===== src/rtl/keypad_time_entry_pkg.sv =====
// Shared definitions for the keypad time-entry block: key codes,
// field indices, FSM state encoding and decode/legality helpers.
package keypad_time_entry_pkg;

    localparam logic [3:0] KEY_STAR = 4'd10;
    localparam logic [3:0] KEY_HASH = 4'd11;

    localparam logic [2:0] FLD_H_TENS = 3'd0;
    localparam logic [2:0] FLD_H_ONES = 3'd1;
    localparam logic [2:0] FLD_M_TENS = 3'd2;
    localparam logic [2:0] FLD_M_ONES = 3'd3;
    localparam logic [2:0] FLD_S_TENS = 3'd4;
    localparam logic [2:0] FLD_S_ONES = 3'd5;

    typedef enum logic [1:0] {
        ST_IDLE,
        ST_DIGIT,
        ST_CONFIRM,
        ST_COMMIT
    } entry_state_t;

    // Map a one-hot keypad pattern to its key code (bit 10 is digit 0).
    function automatic logic [3:0] key_code_of(input logic [11:0] keys);
        logic [3:0] code;
        code = '0;
        for (int unsigned i = 0; i < 9; i++) begin
            if (keys[i]) code = 4'(i + 1);
        end
        if (keys[9])  code = KEY_STAR;
        if (keys[10]) code = 4'd0;
        if (keys[11]) code = KEY_HASH;
        return code;
    endfunction

    // Range check of a digit for the field it would be written into.
    function automatic logic digit_legal(input logic [2:0] pos,
                                         input logic [3:0] digit,
                                         input logic [3:0] h_tens);
        logic ok;
        case (pos)
            FLD_H_TENS:             ok = (digit <= 4'd2);
            FLD_H_ONES:             ok = (h_tens == 4'd2) ? (digit <= 4'd3) : (digit <= 4'd9);
            FLD_M_TENS, FLD_S_TENS: ok = (digit <= 4'd5);
            default:                ok = (digit <= 4'd9);
        endcase
        return ok;
    endfunction

endpackage


===== src/rtl/keypad_time_entry_if.sv =====
// Keypad input and time-entry result bundle. The master is the entry
// block; the slave is the keypad driver / clock-alarm core side.
interface keypad_time_entry_if;
    logic        arm;
    logic [11:0] keypad_in;
    logic        entry_active;
    logic [2:0]  digit_pos;
    logic        pending_valid;
    logic [3:0]  pending_digit;
    logic [7:0]  hh;
    logic [7:0]  mm;
    logic [7:0]  ss;
    logic        commit;
    logic        err;

    modport master (
        input  arm, keypad_in,
        output entry_active, digit_pos, pending_valid, pending_digit,
               hh, mm, ss, commit, err
    );

    modport slave (
        output arm, keypad_in,
        input  entry_active, digit_pos, pending_valid, pending_digit,
               hh, mm, ss, commit, err
    );
endinterface


===== src/rtl/keypad_time_entry_debounce.sv =====
// Keypad debouncer: accepts a one-hot pattern after DEBOUNCE_CYCLES
// identical samples, emits one key event, then waits for full release.
module keypad_debounce
    import keypad_time_entry_pkg::*;
#(
    parameter int unsigned DEBOUNCE_CYCLES = 4
) (
    input  logic        clk,
    input  logic        resetn,
    input  logic [11:0] keypad_in,
    output logic        key_event,
    output logic [3:0]  key_code
);

    localparam int unsigned CW = $clog2(DEBOUNCE_CYCLES + 1);

    logic [CW-1:0] cnt;
    logic [CW-1:0] run;
    logic [11:0]   last;
    logic          armed;
    logic          one_hot;

    // Run length including the current sample.
    always_comb begin
        one_hot = (keypad_in != '0) && ((keypad_in & (keypad_in - 12'd1)) == '0);
        run     = (cnt != '0 && keypad_in == last) ? cnt + 1'b1 : CW'(1);
    end

    // Stability counter, release re-arm and registered event output.
    always_ff @(posedge clk or negedge resetn) begin
        if (!resetn) begin
            cnt       <= '0;
            last      <= '0;
            armed     <= 1'b1;
            key_event <= 1'b0;
            key_code  <= '0;
        end else begin
            key_event <= 1'b0;
            if (keypad_in == '0) begin
                cnt   <= '0;
                armed <= 1'b1;
            end else if (!one_hot) begin
                cnt <= '0;
            end else if (armed) begin
                if (run == CW'(DEBOUNCE_CYCLES)) begin
                    key_event <= 1'b1;
                    key_code  <= key_code_of(keypad_in);
                    armed     <= 1'b0;
                    cnt       <= '0;
                end else begin
                    cnt  <= run;
                    last <= keypad_in;
                end
            end
        end
    end

endmodule


===== src/rtl/keypad_time_entry.sv =====
// Keypad time entry: six confirmed BCD digits then '*' commits HH:MM:SS.
// Optional inactivity timeout under KEY_ENTRY_TIMEOUT_EN.
module keypad_time_entry
    import keypad_time_entry_pkg::*;
#(
    parameter int unsigned DEBOUNCE_CYCLES = 4,
    parameter int unsigned TIMEOUT_CYCLES  = 1000000
) (
    input logic                 clk,
    input logic                 resetn,
    keypad_time_entry_if.master bus
);

    logic         key_event;
    logic [3:0]   key_code;

    entry_state_t state, state_n;
    logic [2:0]   pos, pos_n;
    logic         pv, pv_n;
    logic [3:0]   pd, pd_n;
    logic [5:0][3:0] sh, sh_n;
    logic [7:0]   hh_q, hh_n, mm_q, mm_n, ss_q, ss_n;
    logic         commit_q, commit_n, err_q, err_n;

    keypad_debounce #(.DEBOUNCE_CYCLES(DEBOUNCE_CYCLES)) u_debounce (
        .clk       (clk),
        .resetn    (resetn),
        .keypad_in (bus.keypad_in),
        .key_event (key_event),
        .key_code  (key_code)
    );

`ifdef KEY_ENTRY_TIMEOUT_EN
    localparam int unsigned TW = $clog2(TIMEOUT_CYCLES + 1);
    logic [TW-1:0] tmo_cnt;
    logic          tmo_hit;

    assign tmo_hit = (state != ST_IDLE) && bus.arm && !key_event &&
                     (tmo_cnt == TW'(TIMEOUT_CYCLES - 1));

    // Inactivity counter, restarted by any key event or while idle.
    always_ff @(posedge clk or negedge resetn) begin
        if (!resetn)                                  tmo_cnt <= '0;
        else if (key_event || state == ST_IDLE || tmo_hit) tmo_cnt <= '0;
        else                                          tmo_cnt <= tmo_cnt + 1'b1;
    end
`endif

    // Next-state and datapath decisions; arm low overrides any key event.
    always_comb begin
        state_n  = state;
        pos_n    = pos;
        pv_n     = pv;
        pd_n     = pd;
        sh_n     = sh;
        hh_n     = hh_q;
        mm_n     = mm_q;
        ss_n     = ss_q;
        commit_n = 1'b0;
        err_n    = 1'b0;
        if (!bus.arm) begin
            state_n = ST_IDLE;
        end else begin
            case (state)
                ST_IDLE: begin
                    state_n = ST_DIGIT;
                    pos_n   = '0;
                    pv_n    = 1'b0;
                    sh_n    = '0;
                end
                ST_DIGIT, ST_CONFIRM: begin
                    if (key_event) begin
                        if (key_code == KEY_STAR) begin
                            err_n   = 1'b1;
                            sh_n    = '0;
                            pv_n    = 1'b0;
                            pd_n    = '0;
                            pos_n   = '0;
                            state_n = ST_DIGIT;
                        end else if (key_code <= 4'd9) begin
                            if (digit_legal(pos, key_code, sh[FLD_H_TENS])) begin
                                pd_n    = key_code;
                                pv_n    = 1'b1;
                                state_n = ST_CONFIRM;
                            end else begin
                                err_n = 1'b1;
                            end
                        end else if (key_code == KEY_HASH && state == ST_CONFIRM) begin
                            sh_n[pos] = pd;
                            pv_n      = 1'b0;
                            if (pos == FLD_S_ONES) begin
                                state_n = ST_COMMIT;
                            end else begin
                                pos_n   = pos + 1'b1;
                                state_n = ST_DIGIT;
                            end
                        end
                    end
                end
                ST_COMMIT: begin
                    if (key_event && key_code == KEY_STAR) begin
                        hh_n     = {sh[FLD_H_TENS], sh[FLD_H_ONES]};
                        mm_n     = {sh[FLD_M_TENS], sh[FLD_M_ONES]};
                        ss_n     = {sh[FLD_S_TENS], sh[FLD_S_ONES]};
                        commit_n = 1'b1;
                        pos_n    = '0;
                        state_n  = ST_DIGIT;
                    end
                end
                default: state_n = ST_IDLE;
            endcase
`ifdef KEY_ENTRY_TIMEOUT_EN
            if (tmo_hit) begin
                err_n   = 1'b1;
                sh_n    = '0;
                pv_n    = 1'b0;
                pd_n    = '0;
                pos_n   = '0;
                state_n = ST_DIGIT;
            end
`endif
        end
    end

    // State and datapath registers; commit/err are registered so they
    // coincide with the updated outputs.
    always_ff @(posedge clk or negedge resetn) begin
        if (!resetn) begin
            state    <= ST_IDLE;
            pos      <= '0;
            pv       <= 1'b0;
            pd       <= '0;
            sh       <= '0;
            hh_q     <= '0;
            mm_q     <= '0;
            ss_q     <= '0;
            commit_q <= 1'b0;
            err_q    <= 1'b0;
        end else begin
            state    <= state_n;
            pos      <= pos_n;
            pv       <= pv_n;
            pd       <= pd_n;
            sh       <= sh_n;
            hh_q     <= hh_n;
            mm_q     <= mm_n;
            ss_q     <= ss_n;
            commit_q <= commit_n;
            err_q    <= err_n;
        end
    end

    assign bus.entry_active  = (state != ST_IDLE);
    assign bus.digit_pos     = pos;
    assign bus.pending_valid = pv;
    assign bus.pending_digit = pd;
    assign bus.hh            = hh_q;
    assign bus.mm            = mm_q;
    assign bus.ss            = ss_q;
    assign bus.commit        = commit_q;
    assign bus.err           = err_q;

endmodule

===== src/flat_wrapper.sv =====
// flat-port wrapper written by rule: the top's interface ports become plain ports
module keypad_time_entry_flat import keypad_time_entry_pkg::*;
#(
    parameter int unsigned DEBOUNCE_CYCLES = 4,
    parameter int unsigned TIMEOUT_CYCLES  = 1000000
)
  (clk, resetn, bus_arm, bus_keypad_in, bus_entry_active, bus_digit_pos, bus_pending_valid, bus_pending_digit, bus_hh, bus_mm, bus_ss, bus_commit, bus_err);
  keypad_time_entry_if bus_i ();
  input logic clk;
  input logic resetn;
  input wire logic [$bits(bus_i.arm)-1:0] bus_arm;
  input wire logic [$bits(bus_i.keypad_in)-1:0] bus_keypad_in;
  output wire logic [$bits(bus_i.entry_active)-1:0] bus_entry_active;
  output wire logic [$bits(bus_i.digit_pos)-1:0] bus_digit_pos;
  output wire logic [$bits(bus_i.pending_valid)-1:0] bus_pending_valid;
  output wire logic [$bits(bus_i.pending_digit)-1:0] bus_pending_digit;
  output wire logic [$bits(bus_i.hh)-1:0] bus_hh;
  output wire logic [$bits(bus_i.mm)-1:0] bus_mm;
  output wire logic [$bits(bus_i.ss)-1:0] bus_ss;
  output wire logic [$bits(bus_i.commit)-1:0] bus_commit;
  output wire logic [$bits(bus_i.err)-1:0] bus_err;
  assign bus_i.arm = bus_arm;
  assign bus_i.keypad_in = bus_keypad_in;
  assign bus_entry_active = bus_i.entry_active;
  assign bus_digit_pos = bus_i.digit_pos;
  assign bus_pending_valid = bus_i.pending_valid;
  assign bus_pending_digit = bus_i.pending_digit;
  assign bus_hh = bus_i.hh;
  assign bus_mm = bus_i.mm;
  assign bus_ss = bus_i.ss;
  assign bus_commit = bus_i.commit;
  assign bus_err = bus_i.err;
  keypad_time_entry #(.DEBOUNCE_CYCLES(DEBOUNCE_CYCLES), .TIMEOUT_CYCLES(TIMEOUT_CYCLES)) u_core (.clk(clk), .resetn(resetn), .bus(bus_i));
endmodule

===== config.mk =====
export PLATFORM = sky130hd
export DESIGN_NAME = keypad_time_entry_flat
export DESIGN_NICKNAME = d
export VERILOG_FILES = /design/src/rtl/keypad_time_entry_pkg.sv /design/src/rtl/keypad_time_entry_if.sv /design/src/rtl/keypad_time_entry_debounce.sv /design/src/rtl/keypad_time_entry.sv /design/src/flat_wrapper.sv
export SDC_FILE = /design/constraint.sdc
export NUM_CORES = 1
export LEC_CHECK = 0
export CAP_MARGIN = 20
export CORE_ASPECT_RATIO = 0.8
export CORE_MARGIN = 4
export CORE_UTILIZATION = 60
export DETAILED_ROUTE_END_ITERATION = 6
export GPL_ROUTABILITY_DRIVEN = 0
export PLACE_DENSITY = 0.95
export SYNTH_ARGS = -nofsm -noshare
export SYNTH_HDL_FRONTEND = slang
export SYNTH_SLANG_ARGS = --single-unit

===== constraint.sdc =====
create_clock -name clk -period 3.6 [get_ports clk]
set_clock_uncertainty 0.15 [all_clocks]
set_input_delay 0.9 -clock clk [delete_from_list [all_inputs] [get_ports clk]]
set_output_delay 0.9 -clock clk [all_outputs]
set_load 0.005 [all_outputs]

==> metrics.md <==
| Metric | Value |
|---|---|
| Status | completed |
| Critical path startpoint category | primary input |
| Fin. Hold Viols | 0 |
| Detailed-placement wirelength estimate | 6.15 mm |
| Detailed-route via count | 3024 |
| Clk pwr share | 29.9% |
| H-tree depth | 3 |
| Vias per cell | between 6 and 7 |
| Max FO, Critical Path | 8 |
| Initial drt markers | 225 |
| Starting density of the core | 61.8% |
| Tmin final | 3.23 ns |
| Most frequent cells in the layout | dfrtp_1, clkdlybuf4s50_1, mux2_2 |
| Cell Chain, Critical Path | clkdlybuf4s50_1 -> or4_4 -> a2111oi_4 -> nor3_1 -> or2_4 -> nor3_4 -> mux2_4 |
| Clk root buf | clkbuf_8 |
| Synth area leaders | dfrtp_1, mux2_2, o2bb2ai_1 |
| Sequential power share | 45.0% |
| Chip Width | between 90 and 100 µm |
| Area of the multi-input gates | 0.00178 mm² |
| I/O Buffers | 49 |
| Final WL | 8.79 mm |
| Combinational share of power | about a quarter |
| Internal power | between 1 and 1.5 mW |
| Slew Viols, Final | 0 |
| Leak | 2.10 nW |
| CTS tree | yes |
| Dominant synthesized flop cell | dfrtp_1 |
| Row count | 26 |
| Max-cap violation count | 0 |
| FF+latch count, synth | 81 |
| Switch share | around 32% |
| Wire length per cell | approximately 18 µm |
| DIE AREA | 0.00794 mm² |
| Die height | between 80 and 90 µm |
| Post-synth top area share | 50.8% |
| Gr usage total | 24.2% |
| Relative slew margins | 36.0% |
| Vias in the first global route | roughly 3100 |
| Delay-heaviest family, CP | simple AND/OR/NAND/NOR gates |
| Avg Inst Size Synth | 11.3 µm² |
| Mapped cell area | 0.00394 mm² |
| Crit. End Element | flip-flop |
| Period Utilization, post-route | between 80% and 90% |
| Max rail drop VDD | 0.268 mV |
| Slowest cell on crit path | clkdlybuf4s50_1 |
| Post_cts resized | 0 |
| Maximum number of pins on one net before global-route repair | 82 |
| CTS Buf Count | 9 |
| Commonest non-fill, non-tap cell in the layout | dfrtp_1 |
| R2R Setup Slk | 0.93 ns |
| Final Setup Violations | 0 |
| Fin Hold WS | 0.344 ns |
| Crit path required time | between 3 and 4 ns |
| First-pass GRT wire length | 15.0 mm |
| Post-synthesis sequential area ratio | about half |
| Clock buffer depth | 2 |
| Register area | 0.00203 mm² |
| Area growth, synth to finish | 20.9% |
| Unrepaired setup endpoints after global routing | no |
| Crit path DAT | 3.31 ns |
| Post-Synthesis Cells | 349 |
| Total gr overflow | 0 |
| P_sw | 718 µW |
| Post-CTS Setup Inserts | 0 |
| Clock-pin slew on the worst setup and hold paths | roughly 0.08 ns |
| DR pass1 iterations | 5 |
| Ratio of cells with drive above 1 in the final layout | 18.5% |
| CP bufs+invs | 1 |
| Library cells used by synthesis | 57 |
| Post-DRT Antenna Nets | 0 |
| Fmax | 310 MHz |
| Worst slew pin tran | 0.960 ns |
| Io pins | 50 |
| Ant. Diodes | 0 |
| Hold Buf Count CTS | 0 |
| HP Class | flip-flop to flip-flop |
| Post-Syn Nets | 373 |
| Post-synth EDFFs | 0 |
| Core Area | approximately 0.0064 mm² |
| Fillers | roughly 430 |
| Initial antenna violation count | 0 |
| P per Cell Area | 464 mW/mm² |
| Post-synth top area cell | dfrtp_1 |
| NumNets Final | 431 |
| Fraction of registers with async set/reset | 100% |
| Syn. warnings | 0 |
| Residual DRC | 0 |
| TritonCTS Sinks | 81 |
| Sum Neg Setup Slack | 0 ns |
| WS Path Type | primary input to flip-flop |
| Worst path max stage delay | ~0.53 ns |
| Skew-Pair Late Insertion Delay | between 0.3 and 0.4 ns |
## worst register-to-register path: cells and delay by family, from the launching register on
family                   cells  cell delay (ns)
multiplexers                 1             0.35
flip-flops                   1             0.51
buffers and inverters        1             0.15
adder cells (fa/ha/maj)      1             0.26
AO/OA/AOI/OAI                5             1.15
## layer usage
metal	track usage, %	wire length (µm)	up-vias
met3	7.03	576	29
met2	38.5	4230	124
met5	0	0	-
met4	10.8	252	0
met1	31.0	3730	1495
li1	-	-	1376
## kinds of logic (layout without fill, tap and decap cells)
group           count (synthesis)  count (layout)  synth area share, %
mux                            44              44                 12.8
fa+ha+maj                      10              10                 3.11
simple gates                   98              98                 12.7
flops                          81              81                 51.4
compound gates                 72              72                 13.7
xor+xnor                       13              13                 2.89
buf+inv                        31              93                 3.40
## through the flow
| step | setup WS, ns | total power, mW | area, µm² | util (%) | std cells |
|---|---|---|---|---|---|
| 3_3_place_gp | 0.117 | 1.52 | 4570 | 71.7 | 480 |
| 6_report | 0.373 | 2.21 | 4770 | 74.8 | 495 |
| 5_1_grt | 0.279 | 2.34 | 4770 | 74.8 | 495 |
| 4_1_cts | 0.404 | 2.22 | 4770 | 74.8 | 495 |
| 2_1_floorplan | 0.577 | 1.36 | 3940 | - | 349 |
| 3_5_place_dp | 0.0418 | 1.55 | 4570 | 71.7 | 480 |
## state kept, by name, summed over array words and instances (netlist names)
signal                       flops
u_core.u_debounce.cnt            3
u_core.u_debounce.last          12
u_core.bus.err                   1
u_core.u_debounce.key_code       4
u_core.bus.digit_pos             3
u_core.bus.pending_digit         4
u_core.u_debounce.armed          1
u_core.bus.hh                    8
u_core.state                     2
u_core.bus.commit                1
u_core.bus.ss                    8
u_core.sh                       24
u_core.u_debounce.key_event      1
u_core.bus.mm                    8
u_core.bus.pending_valid         1
## synthesized netlist by cell type (2+ instances only)
master     instances
and2_1             2
a21oi_1            9
nor2_1            20
ha_1               9
o2bb2ai_1         24
nor3b_1            2
xnor2_1           12
dfrtp_1           80
nor4_1             3
nor3_1            11
nor2b_1            4
o21ai_0           19
a31oi_1            2
nand2_1           29
nand3_1           10
mux2_1             5
mux2i_1            2
clkbuf_1           8
buf_2              5
mux2_2            34
nand4_1            3
inv_1             16
or2_2              2
mux2_4             3
nand3b_1           3
## final timing paths
path,cells after the start,start,to
max,7,bus_keypad_in[3],u_core.u_debounce.key_code[3]
min,1,u_core.sh[21],u_core.sh[21]
max reg2reg,8,u_core.bus.digit_pos[1],u_core.bus.pending_digit[0]
min reg2reg,1,u_core.sh[21],u_core.sh[21]
max in group asynchronous,1,resetn,u_core.u_debounce.key_code[0]
min in group asynchronous,1,resetn,u_core.bus.mm[2]
## layout make-up
cell class              count  area share (%)
clock buffers              11            2.97
clock inverters             4            1.10
inverters                  16            1.26
multi-input cells         237            37.4
flip-flops and latches     81            42.5
well taps                  84            2.20
repair buffers             62            12.5
## power groups by stage
stage	Clock, mW	Combinational [mW]	Sequential, mW
2_1_floorplan	0	0.368	0.994
3_3_place_gp	0	0.510	1.01
3_5_place_dp	0	0.538	1.01
4_1_cts	0.674	0.548	0.995
5_1_grt	0.719	0.622	1.00
6_report	0.661	0.555	0.996
(Power assumes the default switching activity.)
